`src/rtl/multichannel_decimator.sv`:
```
// -----------------------------------------------------------------------------
// multichannel_decimator
//
// Purpose:
//   NCH independent clock decimators. Each channel synchronises its own enable
//   into the clkin domain, then produces a registered strobe every ratio+1
//   clkin cycles, with the first strobe delayed by a programmable phase.
//   A channel either runs continuously (burst_len = 0) or emits exactly
//   burst_len strobes, flags the last one with done, and parks in HOLD until
//   its enable is released.
//
//   All state changes on the falling edge of clkin. Strobe is therefore
//   constant across every high phase of clkin, so decimated = strobe & clkin
//   is a clean gated clock with no runt pulses.
//
// Ports:
//   clkin      in   1            clock, all registers use its falling edge
//   reset      in   1            asynchronous, active-high reset
//   enable     in   NCH          per-channel run request (asynchronous)
//   ratio      in   NCH*CTR_W    divide value, period = ratio+1 cycles
//   phase      in   NCH*CTR_W    start-to-first-strobe delay in cycles
//   burst_len  in   NCH*BURST_W  strobes per burst, 0 = continuous
//   strobe     out  NCH          registered one-cycle decimated tick
//   decimated  out  NCH          gated clock, strobe & clkin
//   busy       out  NCH          high while the channel is in RUN
//   done       out  NCH          pulse coincident with the last burst strobe
// -----------------------------------------------------------------------------
module multichannel_decimator #(
  parameter int NCH         = 4,
  parameter int CTR_W       = 8,
  parameter int BURST_W     = 8,
  parameter int SYNC_STAGES = 3   // must be at least 2
) (
  input  logic                   clkin,
  input  logic                   reset,
  input  logic [NCH-1:0]         enable,
  input  logic [NCH*CTR_W-1:0]   ratio,
  input  logic [NCH*CTR_W-1:0]   phase,
  input  logic [NCH*BURST_W-1:0] burst_len,
  output logic [NCH-1:0]         strobe,
  output logic [NCH-1:0]         decimated,
  output logic [NCH-1:0]         busy,
  output logic [NCH-1:0]         done
);

  typedef enum logic [1:0] {
    ST_IDLE = 2'd0,
    ST_RUN  = 2'd1,
    ST_HOLD = 2'd2
  } state_t;

  generate
    for (genvar gi = 0; gi < NCH; gi++) begin : g_ch

      // ---------------------------------------------------------------------
      // Enable synchroniser. Bit 0 takes the raw asynchronous input; the
      // top bit is the only one the FSM is allowed to look at.
      // ---------------------------------------------------------------------
      logic [SYNC_STAGES-1:0] sync_q;
      logic                   en_s;

      always_ff @(negedge clkin or posedge reset) begin
        if (reset) begin
          sync_q <= '0;
        end else begin
          sync_q <= {sync_q[SYNC_STAGES-2:0], enable[gi]};
        end
      end

      assign en_s = sync_q[SYNC_STAGES-1];

      // ---------------------------------------------------------------------
      // Channel configuration slices and start-up values.
      // ---------------------------------------------------------------------
      logic [CTR_W-1:0]   ratio_in;
      logic [CTR_W-1:0]   phase_in;
      logic [BURST_W-1:0] burst_in;
      logic [CTR_W-1:0]   cnt_start_d;

      assign ratio_in = ratio[gi*CTR_W +: CTR_W];
      assign phase_in = phase[gi*CTR_W +: CTR_W];
      assign burst_in = burst_len[gi*BURST_W +: BURST_W];

      // The phase only seeds the down-counter at start, so it is never held
      // in a register of its own. Clamping to ratio keeps the first strobe
      // no later than one full period after start.
      assign cnt_start_d = (phase_in < ratio_in) ? phase_in : ratio_in;

      // ---------------------------------------------------------------------
      // Channel FSM with registered outputs.
      // ---------------------------------------------------------------------
      state_t             state_q;
      logic [CTR_W-1:0]   ratio_q;
      logic [BURST_W-1:0] burst_q;
      logic [CTR_W-1:0]   cnt_q;
      logic [BURST_W-1:0] pcnt_q;
      logic               strobe_q;
      logic               busy_q;
      logic               done_q;

      logic [BURST_W-1:0] pcnt_d;
      logic               last_strobe_d;

      assign pcnt_d        = pcnt_q + BURST_W'(1);
      // In continuous mode (burst_q == 0) pcnt simply wraps and is ignored.
      assign last_strobe_d = (burst_q != '0) && (pcnt_d == burst_q);

      always_ff @(negedge clkin or posedge reset) begin
        if (reset) begin
          state_q  <= ST_IDLE;
          ratio_q  <= '0;
          burst_q  <= '0;
          cnt_q    <= '0;
          pcnt_q   <= '0;
          strobe_q <= 1'b0;
          busy_q   <= 1'b0;
          done_q   <= 1'b0;
        end else begin
          case (state_q)
            ST_IDLE: begin
              strobe_q <= 1'b0;
              done_q   <= 1'b0;
              busy_q   <= 1'b0;
              if (en_s) begin
                // Configuration is sampled only here; later changes on the
                // inputs wait for the next start.
                ratio_q <= ratio_in;
                burst_q <= burst_in;
                cnt_q   <= cnt_start_d;
                pcnt_q  <= '0;
                busy_q  <= 1'b1;
                state_q <= ST_RUN;
              end
            end

            ST_RUN: begin
              if (!en_s) begin
                // Abandon the run; a partial burst never raises done.
                strobe_q <= 1'b0;
                done_q   <= 1'b0;
                busy_q   <= 1'b0;
                state_q  <= ST_IDLE;
              end else if (cnt_q == '0) begin
                strobe_q <= 1'b1;
                cnt_q    <= ratio_q;
                pcnt_q   <= pcnt_d;
                if (last_strobe_d) begin
                  done_q  <= 1'b1;
                  busy_q  <= 1'b0;
                  state_q <= ST_HOLD;
                end else begin
                  done_q  <= 1'b0;
                end
              end else begin
                strobe_q <= 1'b0;
                done_q   <= 1'b0;
                cnt_q    <= cnt_q - CTR_W'(1);
              end
            end

            ST_HOLD: begin
              // Burst finished: stay silent until enable is released, so a
              // new burst needs a fresh low-to-high enable.
              strobe_q <= 1'b0;
              done_q   <= 1'b0;
              busy_q   <= 1'b0;
              if (!en_s) begin
                state_q <= ST_IDLE;
              end
            end

            default: begin
              strobe_q <= 1'b0;
              done_q   <= 1'b0;
              busy_q   <= 1'b0;
              state_q  <= ST_IDLE;
            end
          endcase
        end
      end

      assign strobe[gi]    = strobe_q;
      assign busy[gi]      = busy_q;
      assign done[gi]      = done_q;
      // strobe_q only moves while clkin is low, so the AND cannot glitch.
      assign decimated[gi] = strobe_q & clkin;
    end
  endgenerate

endmodule

```
`config.mk`:
```
export PLATFORM = sky130hd
export DESIGN_NAME = multichannel_decimator
export DESIGN_NICKNAME = d
export VERILOG_FILES = /design/src/rtl/multichannel_decimator.sv
export SDC_FILE = /design/constraint.sdc
export NUM_CORES = 1
export LEC_CHECK = 0
export ABC_AREA = 1
export BUFFER_PORTS_ARGS = -buffer_cell sky130_fd_sc_hd__buf_2
export CAP_MARGIN = 0
export CORE_UTILIZATION = 35
export DETAILED_ROUTE_END_ITERATION = 7
export GPL_ROUTABILITY_DRIVEN = 0
export PLACE_DENSITY = 0.57
export SETUP_SLACK_MARGIN = 0.05
export SLEW_MARGIN = 20
export SYNTH_ARGS = -nofsm -noshare
export SYNTH_HDL_FRONTEND = slang
export SYNTH_SLANG_ARGS = --single-unit
```
`constraint.sdc`:
```
create_clock -name clkin -period 14.75 [get_ports clkin]
set_input_delay 1.475 -clock clkin [delete_from_list [all_inputs] [get_ports clkin]]
set_output_delay 1.475 -clock clkin [all_outputs]
set_load 0.05 [all_outputs]
```
==> results of run 1 <==
## final cells by class
cell class                      count  share of cell area, %
Clock buffer                       27                   4.98
Clock inverter                     17                   1.77
Inverter                          218                   7.30
Multi-Input combinational cell    927                   41.1
Sequential cell                   160                   35.4
Tap cell                          372                   4.12
Timing Repair Buffer              118                   5.33
## metrics by stage
step	utilization [%]	std cells	setup WS [ns]
after floorplan	-	1348	1.75
after global placement	39.0	1803	4.07
after detailed placement	39.0	1803	4.06
after CTS	41.7	1839	4.59
after global routing	41.7	1839	4.38
final	41.7	1839	4.61
## synth_stat cells (8+ instances only)
master                     count  share of area, %
sky130_fd_sc_hd__nand2_1     291                11
sky130_fd_sc_hd__inv_1       214               8.3
sky130_fd_sc_hd__nor2_1      167               6.5
sky130_fd_sc_hd__dfrtn_1     160                41
sky130_fd_sc_hd__nand3_1     147               7.6
sky130_fd_sc_hd__a21oi_1      93               4.8
sky130_fd_sc_hd__o21ai_0      81               4.2
sky130_fd_sc_hd__ha_1         40               5.2
sky130_fd_sc_hd__o22ai_1      21               1.4
sky130_fd_sc_hd__clkbuf_1     15              0.58
sky130_fd_sc_hd__buf_4        13               1.0
sky130_fd_sc_hd__nand4_1      13              0.84
sky130_fd_sc_hd__nand2_2      10              0.64
sky130_fd_sc_hd__nor2_2       10              0.64
sky130_fd_sc_hd__buf_2         8              0.41
sky130_fd_sc_hd__mux2_2        8              0.93
sky130_fd_sc_hd__nand3b_1      8              0.62
## state kept, by name, indices dropped and copies added (netlist names)
| name | flops |
|---|---|
| g_ch.done_q | 4 |
| g_ch.burst_q | 32 |
| g_ch.busy_q | 4 |
| g_ch.ratio_q | 32 |
| g_ch.state_q | 8 |
| g_ch.sync_q | 12 |
| g_ch.cnt_q | 32 |
| g_ch.strobe_q | 4 |
| g_ch.pcnt_q | 32 |
## cells by family (layout without fill, tap and decap cells)
kind of cell | Yosys count | after routing | synth area share [%]
buf+inv | 261 | 380 | 10.9
compound gates | 211 | 211 | 11.7
xor+xnor | 8 | 8 | 0.863
fa+ha+maj | 40 | 40 | 5.15
mux | 8 | 8 | 0.928
flops | 160 | 160 | 41.2
simple gates | 660 | 660 | 29.2
## worst reg2reg max path, cell delays in order, from the launching register on
cell and delay (ns):
sky130_fd_sc_hd__dfrtn_1 0.41, sky130_fd_sc_hd__inv_1 0.06, sky130_fd_sc_hd__nor2_1 0.77, sky130_fd_sc_hd__nand2_1 0.90, sky130_fd_sc_hd__mux2_2 0.53
## worst min-delay path by stage
stage,depth (start not counted),startpoint,to
finish,0,g_ch[3].sync_q[1],g_ch[3].sync_q[2]
detailed placement,0,g_ch[3].sync_q[1],g_ch[3].sync_q[2]
CTS,0,g_ch[3].sync_q[1],g_ch[3].sync_q[2]
global placement,0,g_ch[2].sync_q[0],g_ch[2].sync_q[1]
floorplan,0,g_ch[0].sync_q[0],g_ch[0].sync_q[1]
global route,0,g_ch[1].sync_q[1],g_ch[1].sync_q[2]
## metal layers
metal | part of all wire [%] | track usage, %
met1 | 48 | 22.1
met2 | 47 | 28.0
met3 | 3.3 | 3.48
met4 | 1.6 | 5.85
met5 | 0 | 0
## power by group through the flow
stage	Sequential [uW]	Combinational (uW)	Clock [uW]
6_report	523	219	541
5_1_grt	529	256	578
4_1_cts	523	223	560
3_5_place_dp	530	222	0.275
3_3_place_gp	530	218	0.275
2_1_floorplan	520	170	0.270
## layout by cell type (no fill, tap or decap), drive strengths merged
cell type / n
xnor3: 1
clkbuf: 23
nand3: 149
o22ai: 21
nand3b: 8
nor3: 6
ha: 40
and2: 1
o211ai: 5
a21oi: 98
or2: 1
o21a: 3
clkinvlp: 2
nand2: 301
o21ai: 84
bufinv: 4
nor2: 181
inv: 223
xor2: 4
mux2: 8
nand4: 13
dfrtn: 160
buf: 122
clkinv: 6
xnor2: 3
==> results, run 1 <==
- The flow ran to the end, and the final reports show no timing, DRC or antenna violations.
- At the worst endpoint, the required time is roughly 13 ns.
- The worst-margin pin slew is about 1.0 ns.
- Counting cells, the worst reg-to-reg path comes to 4.
- In this run the tool buffered the top-level ports with about 120 buffer cells.
- The slowest stage of the critical path belongs to the cell sky130_fd_sc_hd__dfrtn_1.
- TritonCTS built the clock tree.
- The start point of the critical path is g_ch[2].strobe_q.
- The largest driver fanout on the critical path is 2.
- Clock-pin slew was measured on the worst setup and hold paths at ~0.050 ns.
- The remaining antenna violation count is 0.
- For this run, the register share of the synthesized area comes to approximately two fifths.
- Wires add up to about 23,000 microns.
- Combinational logic burns approximately 17% of the power.
- The initial antenna violation count is 0.
- The worst register-to-register path ends at g_ch[3].burst_q[5].
- The cell type group with the largest total delay on the critical path is flip-flops.
- The first global-routing pass estimated between 30,000 and 40,000 microns of wire.
- The number of endpoints with negative hold slack in the final report is 0.
- After synthesis the netlist holds a flip-flop and latch count of 160.
- Yosys printed 0 warnings.
- The setup path with the least slack is of type flop to primary output.
- The kind of start point of the critical path is a flop.
- The mean post-synth cell area is roughly 7 sq um.
- The total grt overflow is 0.
- The post-cts resize count is 0.
- The number of pins exceeding their max-slew limit in the final report is 0.
- The proportion of layout cells with a drive suffix above 1 is 14.3%.
- Setup violations remaining at the end of the flow were counted as 0.
- Walking the worst path, the cells encountered are nand2_1, inv_1, buf_2.
- The completed layout was analyzed and its total power is approximately 1300 uW.
- The tool flagged a number of max-cap violations equal to 0.
- Adding up every negative setup slack in the final design gives 0 ns.
- The power density normalized to cell area is ~110 mW/mm^2.
- Across all hold checks on the routed design, the worst slack comes to between 0.2 and 0.3 ns.
- The share of power burned in the clock network is a little over two fifths.
- At the end of the flow, the number of nets in the layout was ~1,600.
- The total leakage power is 0.00589 uW.
- The count of different cell masters after synthesis is 36.
- The total inserted antenna cells is 0.
- The region available for standard cell placement spans approximately 0.027 sq mm.
- The largest single stage delay on the critical path is 0.42 ns.
- Using the TritonRoute via totals, the vias-per-cell ratio works out to 4.73.
- The post-route DRC violation count is 0.
- For this run, asynchronously set or reset flops after synthesis account for between 90% and 100%.
- The wire-length estimate of the detail-placed layout is roughly 17,000 microns.
- The number of hold buffers added after CTS was 0.
- Internal power comes to approximately 900 uW.
- The register area is 0.00400 sq mm.
- The pre-antenna-repair detailed-routing pass consisted of 6 iterations.
- The worst slew margin relative to its limit is 31.6%.
- The setup slack of the worst register-to-register path is ~12 ns.
- The worst clock skew is approximately 0.0080 ns.
- In this run the worst setup path terminates at decimated[2].
- The floorplan step defined a die boundary enclosing between 0.02 and 0.03 sq mm.
- The net switching power is between 300 and 400 uW.
- Once layout is done, the placed cells without fillers occupy 0.0113 sq mm.
- For this run, the total global-route usage over all layers was measured as about 17%.
- The die width is 169 microns.
- The number of cells on the critical path is 3.
- The launch instance of the worst register-to-register path is g_ch[3].sync_q[2].
- Setup repair after global routing left no endpoint under its margin.
- The synthesized area is ~0.01 sq mm.
- The post-CTS setup-driven buffer insertion count is 0.
- The post-synthesis net count is between 1,000 and 1,500.
- The initial standard-cell utilization of the core is a little over a third.
- Dividing the detail-routed wire length by the instance count gives between 10 and 15 microns.
- The via count of the first global-routing pass is approximately 8,300.
- The footprint of the multi-input gates is around 0.0046 sq mm.
- The number of primary I/O pins is around 120.
- The proportion of total power due to net switching is between 20 and 30%.
- After technology mapping, the gate count stands at 1,348.
- For this block, the initial DRC count from the detailed router was 380.
- The final-layout fill cell count is between 2,000 and 3,000.
- In this run, flip-flops and latches consume 40.7% of the power.
- The worst supply voltage drop on vdd is 0.0828 mV.
- The number of synthesized flops with an enable pin is 0.
- The placement-stage cell area is 0.0106 sq mm.
- The final route contains just under 9,000 vias.
- Relative to the synthesized area, the layout overhead comes to 16.5%.
- The path type of the worst min-delay path is flop to flop.
- The site row count is 60.
- Data arrives at the worst endpoint at about 8.7 ns.
- The category of the worst setup path capture point is a primary output.
- The clock insertion delay at the later pin of the skew report is between 0.5 and 0.6 ns.
- Measured along the y axis, the die boundary spans 169 microns.
- Among all flip-flop cells after synthesis, the most frequent one is sky130_fd_sc_hd__dfrtn_1.
- The number of buffers and inverters on the critical path is 2.
- Entering global routing, the biggest net connects around 80 pins.
Note: power is estimated with default switching activity, not from simulation.
==> inputs of run 2 (changes only) <==
==> constraint.sdc (replaced) <==
create_clock -name clkin -period 10.6 [get_ports clkin]
set_input_delay 1.06 -clock clkin [delete_from_list [all_inputs] [get_ports clkin]]
set_output_delay 1.06 -clock clkin [all_outputs]
set_load 0.05 [all_outputs]
==> run 2 against run 1 <==
  * Clock skew increased by 0.00052 ns
  * Via count down 0.63%
  * Clock power up 29%
  * Setup slack worse by 1.6 ns
  * Sequential power up 39%
  * Wire length up 0.39%
  * Cell count is the same
  * Critical endpoint unchanged
  * Die area unchanged
  * Largest cell class unchanged
==> results, run 2 (synthesis results as in run 1) <==
- The path type of the worst min-delay path is flop to flop.
- The total leakage power is between 0.005 and 0.006 uW.
- The length in cells of the worst reg-to-reg path is 4.
- Of all nets on the critical path, the largest fanout is 2.
- Between clock sinks in the finished design, the worst skew comes to roughly 0.0086 ns.
- After floorplanning, the core was divided into 60 placement rows.
- Entering global routing, the biggest net connects 95 pins.
- The worst setup path is of the flop to primary output kind.
- The layout overhead on the synthesized area is 16.0%.
- STA classifies the critical path endpoint as a primary output.
- The setup slack of the critical path after layout is approximately 3 ns.
- Gates resized during post-CTS repair numbered 0.
- Max-cap violations in this run came to 0.
- The total setup violations reported at the end of the flow is 0.
- Global routing finished with a remaining overflow of 0.
- The summed negative setup slack over all endpoints is 0 ns.
- The CTS tree is built.
- In the routed layout, each cell is associated on average with a via count of 4.70.
- The clock network burns between 40% and 50% of the power.
- The via count of the first global-routing pass is approximately 8,400.
- Setup repair after global routing left no endpoint under its margin.
- The footprint of the multi-input gates is roughly 0.0046 sq mm.
- The most frequent standard cell in the layout excluding fill and tap cells is sky130_fd_sc_hd__nand2_1.
- The detailed placement HPWL is approximately 17,000 microns.
- The number of endpoints with negative hold slack in the final report is 0.
- The flow ran to the end, and the final reports show no timing, DRC or antenna violations.
- The proportion of total power due to net switching is a little under a third.
- The floorplan step set the die width to between 150 and 200 microns.
- The DRC violation total after the first TritonRoute iteration is approximately 500.
- The number of primary I/O pins is about 120.
- Headroom to the max-slew limit came out at about 34%.
- In this run the standard cell core region covers 0.0271 sq mm.
- Buffers placed on the I/O ports in this run total ~120.
- In the global route stage, overall resource usage came out at 17.2%.
- The initial antenna violation count was 1.
- The worst path arrival time is ~6.6 ns.
- The post-layout net count is around 1,600.
- The number of pins exceeding their max-slew limit in the final report came to 0.
- Counting instances, the worst hold path has a depth of 0.
- The die boundary height is around 170 microns.
- The worst setup path is launched from a flop.
- At the worst endpoint, the required time is 9.54 ns.
- The utilization of the core after routing is between 40 and 50%.
- The count of vias placed by the detailed router is a little under 9,000.
- For this configuration, the core starts out at a cell density of between 30% and 40%.
- After clock tree synthesis, the setup repair step added 0 buffers.
- The design draws around 1700 uW.
- The floorplan die area is about 0.028 sq mm.
- For this run, design rule violations remaining after detail routing come to 0.
- The pre-antenna-repair detailed-routing pass consisted of 5 iterations.
- Dividing the detail-routed wire length by the instance count gives 12.6 microns.
- The final-layout fill cell count is 2,878.
- The post-route netlist has between 10 and 15% of its cells at a drive strength greater than 1.
- The clock-pin slew on the worst setup and hold paths is around 0.05 ns.
- The share of total power dissipated in combinational logic is around 18%.
- In this run, flip-flops and latches consume about two fifths of the power.
- Power spread over the standard cell area amounts to between 150 and 200 mW/mm^2.
- Summing all flip-flop and latch instances after layout gives around 0.0040 sq mm.
- For the pin with the worst max-slew slack, the measured transition is slightly below 1 ns.
- The internal power consumption is 1200 uW.
- Clock latency on the worst-skew pair, taken at its later pin, is 0.53 ns.
- Prior to clock tree synthesis, the placed netlist has a worst setup slack of approximately 2.7 ns.
- Buffers inserted to repair hold after CTS numbered 0.
- The worst-case IR drop observed on VDD is around 0.12 mV.
- The top cell types in the final layout, fill and taps aside, are sky130_fd_sc_hd__nand2_1, sky130_fd_sc_hd__inv_1, sky130_fd_sc_hd__nor2_1.
- The post-route worst hold slack is a little under 0.3 ns.
- The routed wire length is about 23,000 microns.
- The net switching power is roughly 540 uW.
- The remaining antenna violation count is 0.
- The wire length of the first global-routing pass is a little under 40,000 microns.
## run 2: cell types whose count changed in the layout (fill, tap and decap cells not counted)
cell | before | now
sky130_fd_sc_hd__clkinv_4 | 3 | 1
sky130_fd_sc_hd__bufinv_16 | 4 | 1
sky130_fd_sc_hd__clkinvlp_4 | 2 | 5
sky130_fd_sc_hd__inv_8 | 0 | 1
sky130_fd_sc_hd__diode_2 | 0 | 1
sky130_fd_sc_hd__inv_6 | 2 | 5
sky130_fd_sc_hd__buf_4 | 5 | 3
sky130_fd_sc_hd__buf_12 | 0 | 1
sky130_fd_sc_hd__clkinv_2 | 3 | 1
## run 2: worst paths after layout
kind	startpoint	end	slack (ns)
min	g_ch[0].sync_q[0]	g_ch[0].sync_q[1]	0.29
max reg2reg	g_ch[3].sync_q[2]	g_ch[3].burst_q[6]	7.92
max	g_ch[2].strobe_q	decimated[2]	2.96
min reg2reg	g_ch[0].sync_q[0]	g_ch[0].sync_q[1]	0.29
max in group asynchronous	reset	g_ch[1].sync_q[1]	3.76
min in group asynchronous	reset	g_ch[0].burst_q[5]	5.90
## run 2: per-layer routing
layer	global-route usage, %	vias to the layer above	routed length (microns)
met5	0	-	0
met4	7.04	0	443
met3	3.53	26	783
met2	27.7	133	10500
met1	22.7	3957	11400
li1	-	4527	-
## run 2: power by group through the flow
stage | Clock, uW | Combinational [uW] | Sequential, uW
floorplan | 0.375 | 236 | 724
global placement | 0.383 | 305 | 738
detailed placement | 0.383 | 309 | 738
CTS | 731 | 310 | 728
global route | 751 | 359 | 737
finish | 700 | 307 | 728
## run 2: layout make-up
type,instances,share of cell area [%]
tap,372,4.13
antenna,1,0.0222
clock buffer,27,5.00
inverter,218,7.33
multi-input combinational,927,41.3
timing repair buffer,117,5.40
sequential,160,35.6
clock inverter,17,1.27
## run 2: metrics by stage
stage	cell area, sq um	cells
after floorplan	9710	1348
after global placement	10600	1802
after detailed placement	10600	1802
after CTS	11300	1838
after global routing	11300	1838
final	11300	1839
## run 2: worst max-delay path: stages (launching register included)
cell	delay, ns
sky130_fd_sc_hd__dfrtn_1	0.41
sky130_fd_sc_hd__nand2_1	0.05
sky130_fd_sc_hd__inv_1	0.04
sky130_fd_sc_hd__buf_2	0.25
==> inputs of run 3 (changes only) <==
--- a/config.mk
+++ b/config.mk
@@ -11,7 +11,7 @@
 export CORE_UTILIZATION = 35
 export DETAILED_ROUTE_END_ITERATION = 7
 export GPL_ROUTABILITY_DRIVEN = 0
-export PLACE_DENSITY = 0.57
+export PLACE_DENSITY = 0.59
 export SETUP_SLACK_MARGIN = 0.05
 export SLEW_MARGIN = 20
 export SYNTH_ARGS = -nofsm -noshare
==> constraint.sdc (replaced) <==
create_clock -name clkin -period 6.85 [get_ports clkin]
set_input_delay 0.685 -clock clkin [delete_from_list [all_inputs] [get_ports clkin]]
set_output_delay 0.685 -clock clkin [all_outputs]
set_load 0.05 [all_outputs]
==> run 3 against run 2 <==
  * Critical path depth unchanged
  * Cell area grew 0.54%
  * Non-clock buffer count stayed put
  * Largest cell class unchanged
  * Via count about the same
  * Largest power group is now clock
  * Critical path type unchanged
  * Cell count is 0.11% lower
  * Wire length down 0.32%
  * Clock skew is 0.00094 ns higher
  * Power grew 59%
  * Clock-buffer cell count up 2
  * Hold slack is essentially flat
==> results, run 3 (synthesis results as in run 1) <==
- The proportion of layout cells with a drive suffix above 1 is 14.3%.
- The first-pass detailed-route iteration total is 5.
- The repair_antennas step left the layout with diodes totalling 0.
- The worst supply voltage drop on vdd is ~0.14 mV.
- The die boundary height is roughly 170 microns.
- Measured in cells, the most critical reg-to-reg path has a length of 4.
- Measured against its own limit, the worst slew margin works out to roughly 36%.
- The via density per instance is 4.70.
- The wire length of the first global-routing pass is between 30,000 and 40,000 microns.
- Once the clock tree was built, the setup fixing pass inserted 0 buffers.
- The path type of the worst min-delay path is flop to flop.
- The setup slack of the worst register-to-register path is 4.14 ns.
- The max-capacitance violation count is 0.
- Across all hold checks on the routed design, the worst slack comes to 0.294 ns.
- The worst setup path is of the flop to primary output kind.
- Once the clock tree was built, the resizer swapped 0 gates to a different size.
- The final-layout fill cell count is 2,758.
- The launch instance of the worst min-delay path is g_ch[3].sync_q[0].
- The initial standard-cell utilization of the core is a little over a third.
- The total grt overflow is 0.
- The critical register-to-register path endpoint is g_ch[3].burst_q[6].
- The detailed placement HPWL is 16,700 microns.
- The core footprint is between 0.02 and 0.03 sq mm.
- The flow ran to the end, and the final reports show no timing, DRC or antenna violations.
- The number of cells on the worst hold path is 0.
- The number of pins exceeding their max-slew limit in the final report is 0.
- The initial antenna violation count was 3.
- Data arrives at the worst endpoint at about 4.8 ns.
- Entering global routing, the biggest net connects ~110 pins.
- In the layout the commonest cells are sky130_fd_sc_hd__nand2_1, sky130_fd_sc_hd__inv_1, sky130_fd_sc_hd__nor2_1.
- Leaving out fill and tap cells, the most frequent cell in the layout is sky130_fd_sc_hd__nand2_1.
- In this run the static leakage power is a little under 0.006 uW.
- The critical path required time is 6.16 ns.
- The count of nets left with antenna violations once routing finished came out at 0.
- The layout overhead on the synthesized area is 16.6%.
- The category of the worst setup path capture point is a primary output.
- The launch instance of the worst register-to-register path is g_ch[3].sync_q[2].
- In this run, post-CTS hold repair placed 0 buffers.
- The total setup violations reported at the end of the flow is 0.
- The routed wire length is roughly 23,000 microns.
- Summed over all failing endpoints, the final setup total negative slack is 0 ns.
- The site row count is 60.
- In the routed design, unresolved DRC markers number 0.
- Global routing used around 17% of the available tracks.
- From left edge to right edge, the die measures about 170 microns.
- The clock insertion delay at the later pin of the skew report is around 0.53 ns.
- For hold timing, the worst endpoint is g_ch[3].sync_q[1].
- 118 I/O pins were placed.
- The power density normalized to cell area is roughly 240 mW/mm^2.
- Clock-pin slew was measured on the worst setup and hold paths at 0.05 ns.
- Setup repair after global routing left no endpoint under its margin.
- Along the worst path, the maximum fanout reaches 2.
- The utilization of the core after routing is 41.8%.
- The worst setup path is launched from a flop.
- The via count of the first global-routing pass is a little over 8,000.
- The average detailed-routed wire length per instance is ~13 microns.
- At the pin with the least slew margin, the transition time is 0.954 ns.
- The number of endpoints with negative hold slack in the final report came to 0.
- The die covers 0.0284 sq mm.
- The count of input and output buffers is between 100 and 150.
- The first routing iteration left approximately 520 violations.
- The final route contains about 8,600 vias.
- On the final layout, the worst clock skew is 0.00950 ns.
- TritonCTS built the clock tree.
- The post-layout net count is ~1,600.
-- run 3: cell type report --
class	instances	area (sq um)	share of cell area [%]
Clock buffer	29	591	5.22
Clock inverter	14	165	1.46
Inverter	218	825	7.28
Multi-Input combinational cell	927	4650	41.1
Sequential cell	160	4000	35.4
Tap cell	372	465	4.11
Timing Repair Buffer	117	621	5.48
-- run 3: worst max-delay path, stage by stage, from the launching register on --
cell	delay, ns
sky130_fd_sc_hd__dfrtn_1	0.45
sky130_fd_sc_hd__nand2_1	0.07
sky130_fd_sc_hd__inv_1	0.04
sky130_fd_sc_hd__buf_2	0.25
-- run 3: metrics by stage --
| step | std cells | instance area, sq um | setup slack, ns | total power (uW) |
|---|---|---|---|---|
| after global routing | 1837 | 11300 | 1.36 | 2930 |
| after detailed placement | 1802 | 10600 | 1.16 | 1620 |
| after floorplan | 1348 | 9710 | 0.829 | 1490 |
| final | 1837 | 11300 | 1.41 | 2760 |
| after global placement | 1802 | 10600 | 1.25 | 1610 |
| after CTS | 1837 | 11300 | 1.38 | 2810 |
-- run 3: routing by layer --
layer	track usage, %	vias to the layer above	routed length [microns]
met3	3.93	30	761
met2	29.1	133	11300
met1	21.4	3956	10600
li1	-	4517	-
met5	0	-	0
met4	5.65	0	356
-- run 3: worst max path at each step --
stage,start,cells past startpoint,slack (ns),endpoint
floorplan,reset,1,0.83,g_ch[0].burst_q[0]
global placement,ratio[29],9,1.25,g_ch[3].cnt_q[5]
detailed placement,ratio[5],10,1.16,g_ch[0].cnt_q[7]
CTS,g_ch[2].strobe_q,3,1.38,decimated[2]
global route,g_ch[2].strobe_q,3,1.36,decimated[2]
finish,g_ch[2].strobe_q,3,1.41,decimated[2]
-- run 3: report_power, final --
| group | internal (uW) | total (uW) | leakage, uW | switching [uW] |
|---|---|---|---|---|
| Sequential | 1050 | 1130 | 0.00196 | 73.6 |
| Clock | 709 | 1160 | 0.000408 | 451 |
| Combinational | 180 | 474 | 0.00351 | 295 |
| Total | 1940 | 2760 | 0.00588 | 820 |
